## config.mk

```make
export PLATFORM = sky130hd
export DESIGN_NAME = viterbi_decoder
export DESIGN_NICKNAME = d
export VERILOG_FILES = /design/src/rtl/viterbi_pkg.sv /design/src/rtl/viterbi_acs.sv /design/src/rtl/viterbi_decoder.sv
export SDC_FILE = /design/constraint.sdc
export NUM_CORES = 1
export LEC_CHECK = 0
export ABC_AREA = 0
export ABC_CLOCK_PERIOD_IN_PS = 12100
export BUFFER_PORTS_ARGS = -buffer_cell sky130_fd_sc_hd__buf_4
export CAP_MARGIN = 20
export CORE_ASPECT_RATIO = 0.8
export CORE_MARGIN = 5
export CORE_UTILIZATION = 65
export CTS_CLUSTER_DIAMETER = 30
export CTS_CLUSTER_SIZE = 25
export DETAILED_ROUTE_END_ITERATION = 12
export PLACE_DENSITY = 0.81
export RECOVER_POWER = 100
export REMOVE_ABC_BUFFERS = 1
export SLEW_MARGIN = 20
export SYNTH_ARGS = -nofsm -noshare
export SYNTH_HDL_FRONTEND = slang
export SYNTH_SLANG_ARGS = --single-unit
```

## constraint.sdc

```tcl
create_clock -name clk -period 12.1 [get_ports clk]
set_clock_uncertainty 0.2 [all_clocks]
set_input_delay 2.42 -clock clk [delete_from_list [all_inputs] [get_ports clk]]
set_output_delay 2.42 -clock clk [all_outputs]
set_load 0.01 [all_outputs]
```

## src/rtl/viterbi_pkg.sv

```systemverilog
// Shared trellis definitions for the rate-1/2, K=3 code (G0=111, G1=101).
// The decoder RTL and the bench encoder/reference model both use this package.
package viterbi_pkg;

  localparam int         K        = 3;
  localparam int         N_STATES = 4;
  localparam logic [2:0] G0       = 3'b111;
  localparam logic [2:0] G1       = 3'b101;

  // Encoder register is {d, s0, s1}. Result is {G1 bit, G0 bit}, matching the code_in layout.
  function automatic logic [1:0] exp_pair(input logic [1:0] state, input logic d);
    logic [2:0] reg_v;
    reg_v = {d, state[0], state[1]};
    return {^(reg_v & G1), ^(reg_v & G0)};
  endfunction

endpackage

```

## src/rtl/viterbi_acs.sv

```systemverilog
// Add-compare-select for one trellis state: two saturating candidates, keep the smaller.
// On a tie the first predecessor (lower state index) wins.
module viterbi_acs #(
  parameter int PM_W = 5
) (
  input  logic [PM_W-1:0] pm_a,
  input  logic [PM_W-1:0] pm_b,
  input  logic [1:0]      bm_a,
  input  logic [1:0]      bm_b,
  output logic [PM_W-1:0] pm_new,
  output logic            dec
);

  function automatic logic [PM_W-1:0] sat_add(input logic [PM_W-1:0] a, input logic [1:0] b);
    logic [PM_W:0] s;
    s = {1'b0, a} + {{(PM_W-1){1'b0}}, b};
    return s[PM_W] ? '1 : s[PM_W-1:0];
  endfunction

  logic [PM_W-1:0] cand_a;
  logic [PM_W-1:0] cand_b;

  always_comb begin
    cand_a = sat_add(pm_a, bm_a);
    cand_b = sat_add(pm_b, bm_b);
    dec    = (cand_b < cand_a);
    pm_new = dec ? cand_b : cand_a;
  end

endmodule

```

## src/rtl/viterbi_decoder.sv

```systemverilog
// Hard-decision Viterbi decoder, K=3 rate-1/2, register-exchange survivors.
// One symbol per cycle in, one decoded bit out TB_DEPTH symbols later.
module viterbi_decoder
  import viterbi_pkg::*;
#(
  parameter int TB_DEPTH = 16,
  parameter int PM_W     = 5
) (
  input  logic            clk,
  input  logic            reset,
  input  logic            code_valid,
  input  logic [1:0]      code_in,
  output logic            data_out,
  output logic            data_valid,
  output logic [PM_W-1:0] best_metric
);

  localparam int               CNT_W   = $clog2(TB_DEPTH + 1);
  localparam logic [CNT_W-1:0] DEPTH_C = CNT_W'(TB_DEPTH);

  function automatic logic [1:0] hamming(input logic [1:0] a, input logic [1:0] b);
    logic [1:0] x;
    x = a ^ b;
    return {1'b0, x[0]} + {1'b0, x[1]};
  endfunction

  logic [PM_W-1:0]     pm_p0    [N_STATES];
  logic [TB_DEPTH-1:0] surv_p0  [N_STATES];
  logic [CNT_W-1:0]    sym_cnt;
  logic [CNT_W-1:0]    sym_cnt_next;

  logic [1:0]          bm_a     [N_STATES];
  logic [1:0]          bm_b     [N_STATES];
  logic [PM_W-1:0]     acs_pm   [N_STATES];
  logic [N_STATES-1:0] dec;
  logic [PM_W-1:0]     pm_norm  [N_STATES];
  logic [TB_DEPTH-1:0] surv_new [N_STATES];
  logic [PM_W-1:0]     pm_min;
  logic [1:0]          best;
  logic [1:0]          win;

  // Branch metrics: predecessors of {n1,n0} are n1 and 2+n1, both driven by d=n0.
  always_comb begin
    for (int n = 0; n < N_STATES; n++) begin
      bm_a[n] = hamming(code_in, exp_pair({1'b0, n[1]}, n[0]));
      bm_b[n] = hamming(code_in, exp_pair({1'b1, n[1]}, n[0]));
    end
  end

  for (genvar g = 0; g < N_STATES; g++) begin : g_acs
    viterbi_acs #(.PM_W(PM_W)) u_acs (
      .pm_a   (pm_p0[g >> 1]),
      .pm_b   (pm_p0[2 + (g >> 1)]),
      .bm_a   (bm_a[g]),
      .bm_b   (bm_b[g]),
      .pm_new (acs_pm[g]),
      .dec    (dec[g])
    );
  end

  // Normalise, pick the lowest-index minimal state, exchange survivors.
  always_comb begin
    pm_min = acs_pm[0];
    for (int n = 1; n < N_STATES; n++)
      if (acs_pm[n] < pm_min) pm_min = acs_pm[n];
    best = '0;
    for (int n = N_STATES - 1; n >= 0; n--)
      if (acs_pm[n] == pm_min) best = 2'(n);
    win = '0;
    for (int n = 0; n < N_STATES; n++) begin
      pm_norm[n]  = acs_pm[n] - pm_min;
      win         = {dec[n], n[1]};
      surv_new[n] = {surv_p0[win][TB_DEPTH-2:0], n[0]};
    end
  end

  assign sym_cnt_next = (sym_cnt == DEPTH_C) ? DEPTH_C : sym_cnt + 1'b1;

  // Stage p0: metrics, survivors, counter and output register.
  always_ff @(posedge clk) begin
    if (reset) begin
      for (int n = 0; n < N_STATES; n++) begin
        pm_p0[n]   <= (n == 0) ? '0 : '1;
        surv_p0[n] <= '0;
      end
      sym_cnt     <= '0;
      data_out    <= 1'b0;
      data_valid  <= 1'b0;
      best_metric <= '0;
    end else begin
      data_valid <= code_valid && (sym_cnt_next >= DEPTH_C);
      if (code_valid) begin
        for (int n = 0; n < N_STATES; n++) begin
          pm_p0[n]   <= pm_norm[n];
          surv_p0[n] <= surv_new[n];
        end
        sym_cnt     <= sym_cnt_next;
        data_out    <= surv_new[best][TB_DEPTH-1];
        best_metric <= pm_norm[best];
      end
    end
  end

endmodule

```

After elaboration in Yosys (flattened, before gate mapping)
Memory sizes are Yosys's and may differ from the RTL's.
Index checks and enable logic that the tools add are counted.
{"block": "word_totals", "register_bits": 12, "ram_bits": 84, "output_inout_bits": 7, "mem_count": 2}
{"memory": "surv_p0", "words": 4, "width": 16, "rd": 4, "rd_clocked_by_memory_dff": 0, "wr": 4, "line_no": "viterbi_decoder.sv:28", "source": "logic [TB_DEPTH-1:0] surv_p0 [N_STATES];"}
{"memory": "pm_p0", "words": 4, "width": 5, "rd": 4, "rd_clocked_by_memory_dff": 0, "wr": 4, "line_no": "viterbi_decoder.sv:27", "source": "logic [PM_W-1:0] pm_p0 [N_STATES];"}
{"block": "op_classes", "add_sub_neg": 17, "magnitude_cmp": 9, "eq_ne": 5, "mux": 39, "bitwise_logic": 12, "reduce_logical": 1}
{"operator": "$mux 5", "count": 22}
{"operator": "$mux 16", "count": 6}
{"operator": "$add 5x2->6", "count": 8}
{"operator": "$lt 5x5->1", "count": 7}
{"operator": "$bmux 16 s2", "count": 1}
{"operator": "$eq 5x5->1", "count": 4}
{"operator": "$sub 5x5->5", "count": 4}
{"operator": "$bmux 5 s2", "count": 1}
{"operator": "$add 1x1->2", "count": 4}
{"operator": "$mux 2", "count": 4}
{"operator": "$or 1x1->1", "count": 8}
{"operator": "$add 5x1->5 const B", "count": 1}
{"operator": "$eq 5x5->1 const B", "count": 1}
{"operator": "$ge 5x5->1 const B", "count": 1}
{"operator": "$mux 1", "count": 5}
{"operator": "$ge 3x3->1 const B", "count": 1}
{"operator": "$not 2->3", "count": 1}
{"operator": "$not 1->1", "count": 2}
{"operator": "$not 2->2", "count": 1}
{"operator": "$logic_and 1x1->1", "count": 1}

Logic depth before layout (Yosys ltp)
{"block": "logic_depth", "depth_word": 21, "mapped_depth": 47}

Cells and area by module
Synthesis repeated with hierarchy kept, for this count alone.
{"block": "hier_totals", "hier_cells": 752, "area_unflattened_um2": 7273.2}
{"mod": "viterbi_decoder", "instances": 1, "cells_per_inst": 504, "area_each_um2": 5401.4, "seq_area_each_um2": 2512.4}
{"mod": "viterbi_acs", "instances": 4, "cells_per_inst": 62, "area_each_um2": 467.9, "seq_area_each_um2": 0.0}

Least setup slack after synthesis
Ideal clock, no wire load.
{"block": "synth_timing", "path_type": "input to register", "start": "input port code_in[0]", "end": "register best_metric[4]", "t_arrival_ns": 11.063, "t_required_ns": 11.812, "slack_ns": 0.749, "stages": 44, "path_cell_list": "inv_1 ha_1 ha_1 ha_1 a21oi_1 xnor2_1 nor2_1 inv_1 ha_1 a21oi_1 o2111ai_1 a311oi_2 buf_4 nor3_1 a21oi_1 inv_1 ha_1 a21o_1 [... 8 more ...] buf_6 mux2_4 ha_1 a21o_1 a31oi_1 nand4b_1 nand2_4 mux2_2 inv_1 ha_1 and4_1 nand2_1 or3_1 nand3_1 o41a_1 buf_6 mux2_2 a311oi_2"}
{"block": "synth_via", "elab_chain_cells": 21}
{"element": "start: declaration", "line_no": "viterbi_decoder.sv:12", "source": "input logic [1:0] code_in,"}
{"element": "$not 2->2 (no source line)"}
{"element": "$add 1x1->2", "line_no": "viterbi_decoder.sv:24", "source": "return {1'b0, x[0]} + {1'b0, x[1]};"}
{"element": "$add 5x2->6", "line_no": "viterbi_acs.sv:16", "source": "s = {1'b0, a} + {{(PM_W-1){1'b0}}, b};"}
{"element": "$mux 5", "line_no": "viterbi_acs.sv:17", "source": "return s[PM_W] ? '1 : s[PM_W-1:0];"}
{"element": "$lt 5x5->1", "line_no": "viterbi_acs.sv:26", "source": "dec = (cand_b < cand_a);"}
{"element": "$mux 5", "line_no": "viterbi_acs.sv:27", "source": "pm_new = dec ? cand_b : cand_a;"}
{"element": "$lt 5x5->1", "line_no": "viterbi_decoder.sv:65", "source": "if (acs_pm[n] < pm_min) pm_min = acs_pm[n];"}
{"element": "$mux 5", "line_no": "viterbi_decoder.sv:65"}
{"element": "$lt 5x5->1", "line_no": "viterbi_decoder.sv:65"}
{"element": "$mux 5", "line_no": "viterbi_decoder.sv:65"}
{"element": "$lt 5x5->1", "line_no": "viterbi_decoder.sv:65"}
{"element": "$mux 5", "line_no": "viterbi_decoder.sv:65"}
{"element": "$eq 5x5->1", "line_no": "viterbi_decoder.sv:68", "source": "if (acs_pm[n] == pm_min) best = 2'(n);"}
{"element": "$mux 2 (4 in a row)", "line_no": "viterbi_decoder.sv:68"}
{"element": "$not 2->3 (implied by the code)", "line_no": "viterbi_decoder.sv:99", "source": "best_metric <= pm_norm[best];"}
{"element": "$bmux 5 s2 (*)", "line_no": "viterbi_decoder.sv:99"}
{"element": "$mux 5 (implied by the code) (*) (2 in a row)", "line_no": "viterbi_decoder.sv:99"}
{"element": "end signal: assignment", "line_no": "viterbi_decoder.sv:99"}
{"element": "end: declaration", "line_no": "viterbi_decoder.sv:15", "source": "output logic [PM_W-1:0] best_metric"}
Mark *: on every way between the ends. The rest lies on a longest branch, timed or not. The select of a mux whose other input is x is not followed.
A chain may end at the register's enable or synchronous reset.

Worst setup path after layout
{"block": "layout_timing", "start": "input port code_in[0]", "end": "register data_out"}
{"block": "layout_via", "elab_chain_cells": 21}
{"element": "$not 2->2 (no source line)"}
{"element": "$add 1x1->2", "line_no": "viterbi_decoder.sv:24"}
{"element": "$add 5x2->6", "line_no": "viterbi_acs.sv:16"}
{"element": "$mux 5", "line_no": "viterbi_acs.sv:17"}
{"element": "$lt 5x5->1", "line_no": "viterbi_acs.sv:26"}
{"element": "$mux 5", "line_no": "viterbi_acs.sv:27"}
{"element": "$lt 5x5->1", "line_no": "viterbi_decoder.sv:65"}
{"element": "$mux 5", "line_no": "viterbi_decoder.sv:65"}
{"element": "$lt 5x5->1", "line_no": "viterbi_decoder.sv:65"}
{"element": "$mux 5", "line_no": "viterbi_decoder.sv:65"}
{"element": "$lt 5x5->1", "line_no": "viterbi_decoder.sv:65"}
{"element": "$mux 5", "line_no": "viterbi_decoder.sv:65"}
{"element": "$eq 5x5->1", "line_no": "viterbi_decoder.sv:68"}
{"element": "$mux 2 (4 in a row)", "line_no": "viterbi_decoder.sv:68"}
{"element": "$not 2->3 (implied by the code)", "line_no": "viterbi_decoder.sv:98", "source": "data_out <= surv_new[best][TB_DEPTH-1];"}
{"element": "$bmux 16 s2 (*)", "line_no": "viterbi_decoder.sv:98"}
{"element": "$mux 16 (implied by the code) (*) (2 in a row)", "line_no": "viterbi_decoder.sv:98"}
{"element": "end signal: assignment", "line_no": "viterbi_decoder.sv:98"}
{"element": "end: declaration", "line_no": "viterbi_decoder.sv:13", "source": "output logic data_out,"}
Marked as above.

==> metrics.yaml <==
htree_levels: 3
syn_inst: 780
cts_made_buffers: 9
worst_pin_slew_ns: 4.08
clkTransAtPathRegs_ns: 0.07
placed_area_um2: 7410
rows: 34
chipHeight_um: 104
dp_hpwl_um: 13700
yosysUniqueCellTypes: 81
drtAntennaViolNets: 0
grt_pass1_wl_um: 29400
period_needed_ns: 11.61
cts_tree: "done"
io_buffers: 11
rsz0062_at_grt: "false"
grt_overflow: 0
clockRootBuffer: "clkbuf_16"
grtUsageTotal: 0.277
drc: 0
yosysWarnings: 0
synth_edf_count: 75
async_reset_ff_frac: 0
netlist_area_um2: 7170
layout-drive-gt1-share: 0.0780
antenna_found_initial: 0
min-delay-path-class: "reg2reg"
clk_latency_ns: 0.35
crit_fanout: 11
multiInputGateArea_um2: 4340
gp_congestion: 0.996
crit_path_end_kind: "register"
critPathMostFrequentCell: "ha_1"
cts_hold_buf: 0
timing.fmax_mhz: 86.1
seqCellArea_um2: 2510
finalCritPeriodShare: 0.960
fin_area_um2: 7680
maxSlewViolCount: 76
post-route-util: 0.708
startpoint_type: "primary input"
num_io_pins: 12
firstDrtPassIters: 7
vias: 5969
wl_per_cell_um: 19.2
holdPathEnd: "best_metric[2]$_SDFFE_PP0P_"
cp_data_arrival_time_ns: 11.62
required_ns: 12.11
grt_pass1_vias: 5833
syn_to_final_growth_pct: 6.99
synth_seq_area_share: 0.350
cap_violations: 1
cp.buffers_inverters: 5
r2r_setup_slack_ns: 2.49
drt-initial-drc-count: 612
routed_wl_um: 18000
critPathSlowestCell: "or4_1"
cp-startpoint: "code_in[0]"
critPathKind: "in2reg"
synth_ff_type: "edfxtp_1"
setup_viol: 0
hold_depth: 2
hp-start: "best_metric[2]$_SDFFE_PP0P_"
via_per_inst: 6.36
rr_worst_depth: 40
hold_violations: 0
timing.rr.end: "data_out$_SDFFE_PP0P_"
status: "finished, violations left"
die_area_um2: 13300
die_w_um: 127
crit_family: "simple AND/OR/NAND/NOR gates"
slowest_delay_ns: 0.55
grt_start_max_net_pins: 76
timing.slew.headroom: -1.72
fill_cells: 872
nets: 856
antenna-diode-count: 0
clkSinkCount: 88
floorplan.initialDensity: 0.661
core_um2: 10800
rr_startpoint: "pm_p0[2][1]$_SDFFCE_PN1P_"
violations: "capacitance limit, slew limit"
cts.path.max_buffers: 2
syn_avg_cell_area_um2: 9.20
yosys_register_bits: 88
## worst max-delay path by stage
stage | end | slack, ns | cells past startpoint
CTS | data_out$_SDFFE_PP0P_ | 0.37 | 41
detailed placement | best_metric[4]$_SDFFE_PP0P_ | 0.07 | 38
floorplan | data_out$_SDFFE_PP0P_ | -0.13 | 42
global route | data_out$_SDFFE_PP0P_ | 0.0007 | 43
global placement | best_metric[4]$_SDFFE_PP0P_ | 0.47 | 38
finish | data_out$_SDFFE_PP0P_ | 0.49 | 42
## state kept, by name, indices dropped and copies added (netlist names)
name and flops:
surv_p0 56, best_metric 5, sym_cnt 5, data_out 1, data_valid 1, pm_p0 20
## cell type report
class,count,share of cell area
Multi-Input combinational cell,611,0.565
Timing Repair Buffer,27,0.0200
Sequential cell,88,0.327
Clock buffer,9,0.0293
Clock inverter,7,0.00913
Inverter,53,0.0259
Tap cell,144,0.0235
## layer usage
metal,global-route usage,part of all wire,up-vias
met5,0,0,-
met4,0.0590,0.0083,0
met3,0.0488,0.090,15
met2,0.412,0.44,261
met1,0.421,0.46,2865
li1,-,-,2828
## stage by stage
step | setup slack [ns] | hold WS [ns] | std cells | setup TNS, ns
4_1_cts | 0.371 | 0.272 | 938 | 0
6_report | 0.487 | 0.278 | 939 | 0
5_1_grt | 0.000659 | 0.309 | 939 | 0
3_5_place_dp | 0.0750 | 0.254 | 922 | 0
3_3_place_gp | 0.473 | 0.243 | 922 | 0
2_1_floorplan | -0.125 | 0.259 | 752 | -0.295
## cell families (layout without fill, tap and decap cells)
kind of cell	after synthesis	in the layout	synth area share
adder cells (fa/ha/maj)	67	67	0.123
flip-flops	88	88	0.350
AND/OR/NAND/NOR	277	277	0.180
XOR/XNOR	35	35	0.0438
buffers and inverters	81	96	0.0485
AO/OA/AOI/OAI	176	176	0.171
multiplexers	56	56	0.0832
## cells in the mapped netlist, drive strengths merged (3+ instances only)
master / count / share of area
mux2: 7 / 0.013
maj3: 6 / 0.0085
a211oi: 4 / 0.0049
a31oi: 3 / 0.0026
fa: 8 / 0.022
ha: 53 / 0.092
xor2: 16 / 0.020
or2: 4 / 0.0035
mux2i: 49 / 0.071
buf: 14 / 0.013
xnor2: 19 / 0.024
o21ai: 30 / 0.021
nand4: 5 / 0.0044
nand2: 106 / 0.057
nand4b: 3 / 0.0037
o21a: 7 / 0.0073
a311oi: 4 / 0.0066
o221ai: 3 / 0.0045
edfxtp: 75 / 0.31
nor2b: 10 / 0.0087
and4: 3 / 0.0037
o211ai: 7 / 0.011
and2: 10 / 0.0087
and3: 8 / 0.0070
clkbuf: 14 / 0.0073
nand2b: 13 / 0.011
or3: 5 / 0.0044
dfxtp: 13 / 0.036
a21o: 18 / 0.019
nor2: 82 / 0.043
o211a: 4 / 0.0056
nand3: 9 / 0.0063
o2111ai: 5 / 0.0061
inv: 53 / 0.028
nand3b: 4 / 0.0047
a21oi: 63 / 0.044
nor3: 8 / 0.0070
o31ai: 3 / 0.0038
## worst register-to-register path: cells and delay by family, from the launching register on
kind,cells,cell delay (ns)
adders and majority gates,6,1.59
and+or+nand+nor,11,2.68
AOI/OAI and AO/OA,13,2.25
muxes,4,1.14
buffers and inverters,4,0.66
xor gates and xnor gates,2,0.35
DFF,1,0.60
## cell usage in the layout (no fill, tap or decap), types with 10 or more instances in the layout
cell type,synthesis,routed
clkbuf_1,14,13
buf_4,2,14
a21oi_1,62,62
xor2_1,16,16
xnor2_1,18,18
nor2_1,82,81
inv_1,53,52
mux2i_1,47,45
dfxtp_1,13,13
edfxtp_1,75,75
o21ai_0,25,26
nand2b_1,13,12
nor2b_1,10,10
nand2_1,105,105
ha_1,53,51
a21o_1,18,18
## timing repair
item | in CTS | in global routing
gates resized for setup | 0 | 5
setup endpoints to repair | 0 | 5
buffers inserted | 0 | 1
Power is not shown: default switching activity piles up to over one toggle a cycle in this logic, so the estimate is an artifact.
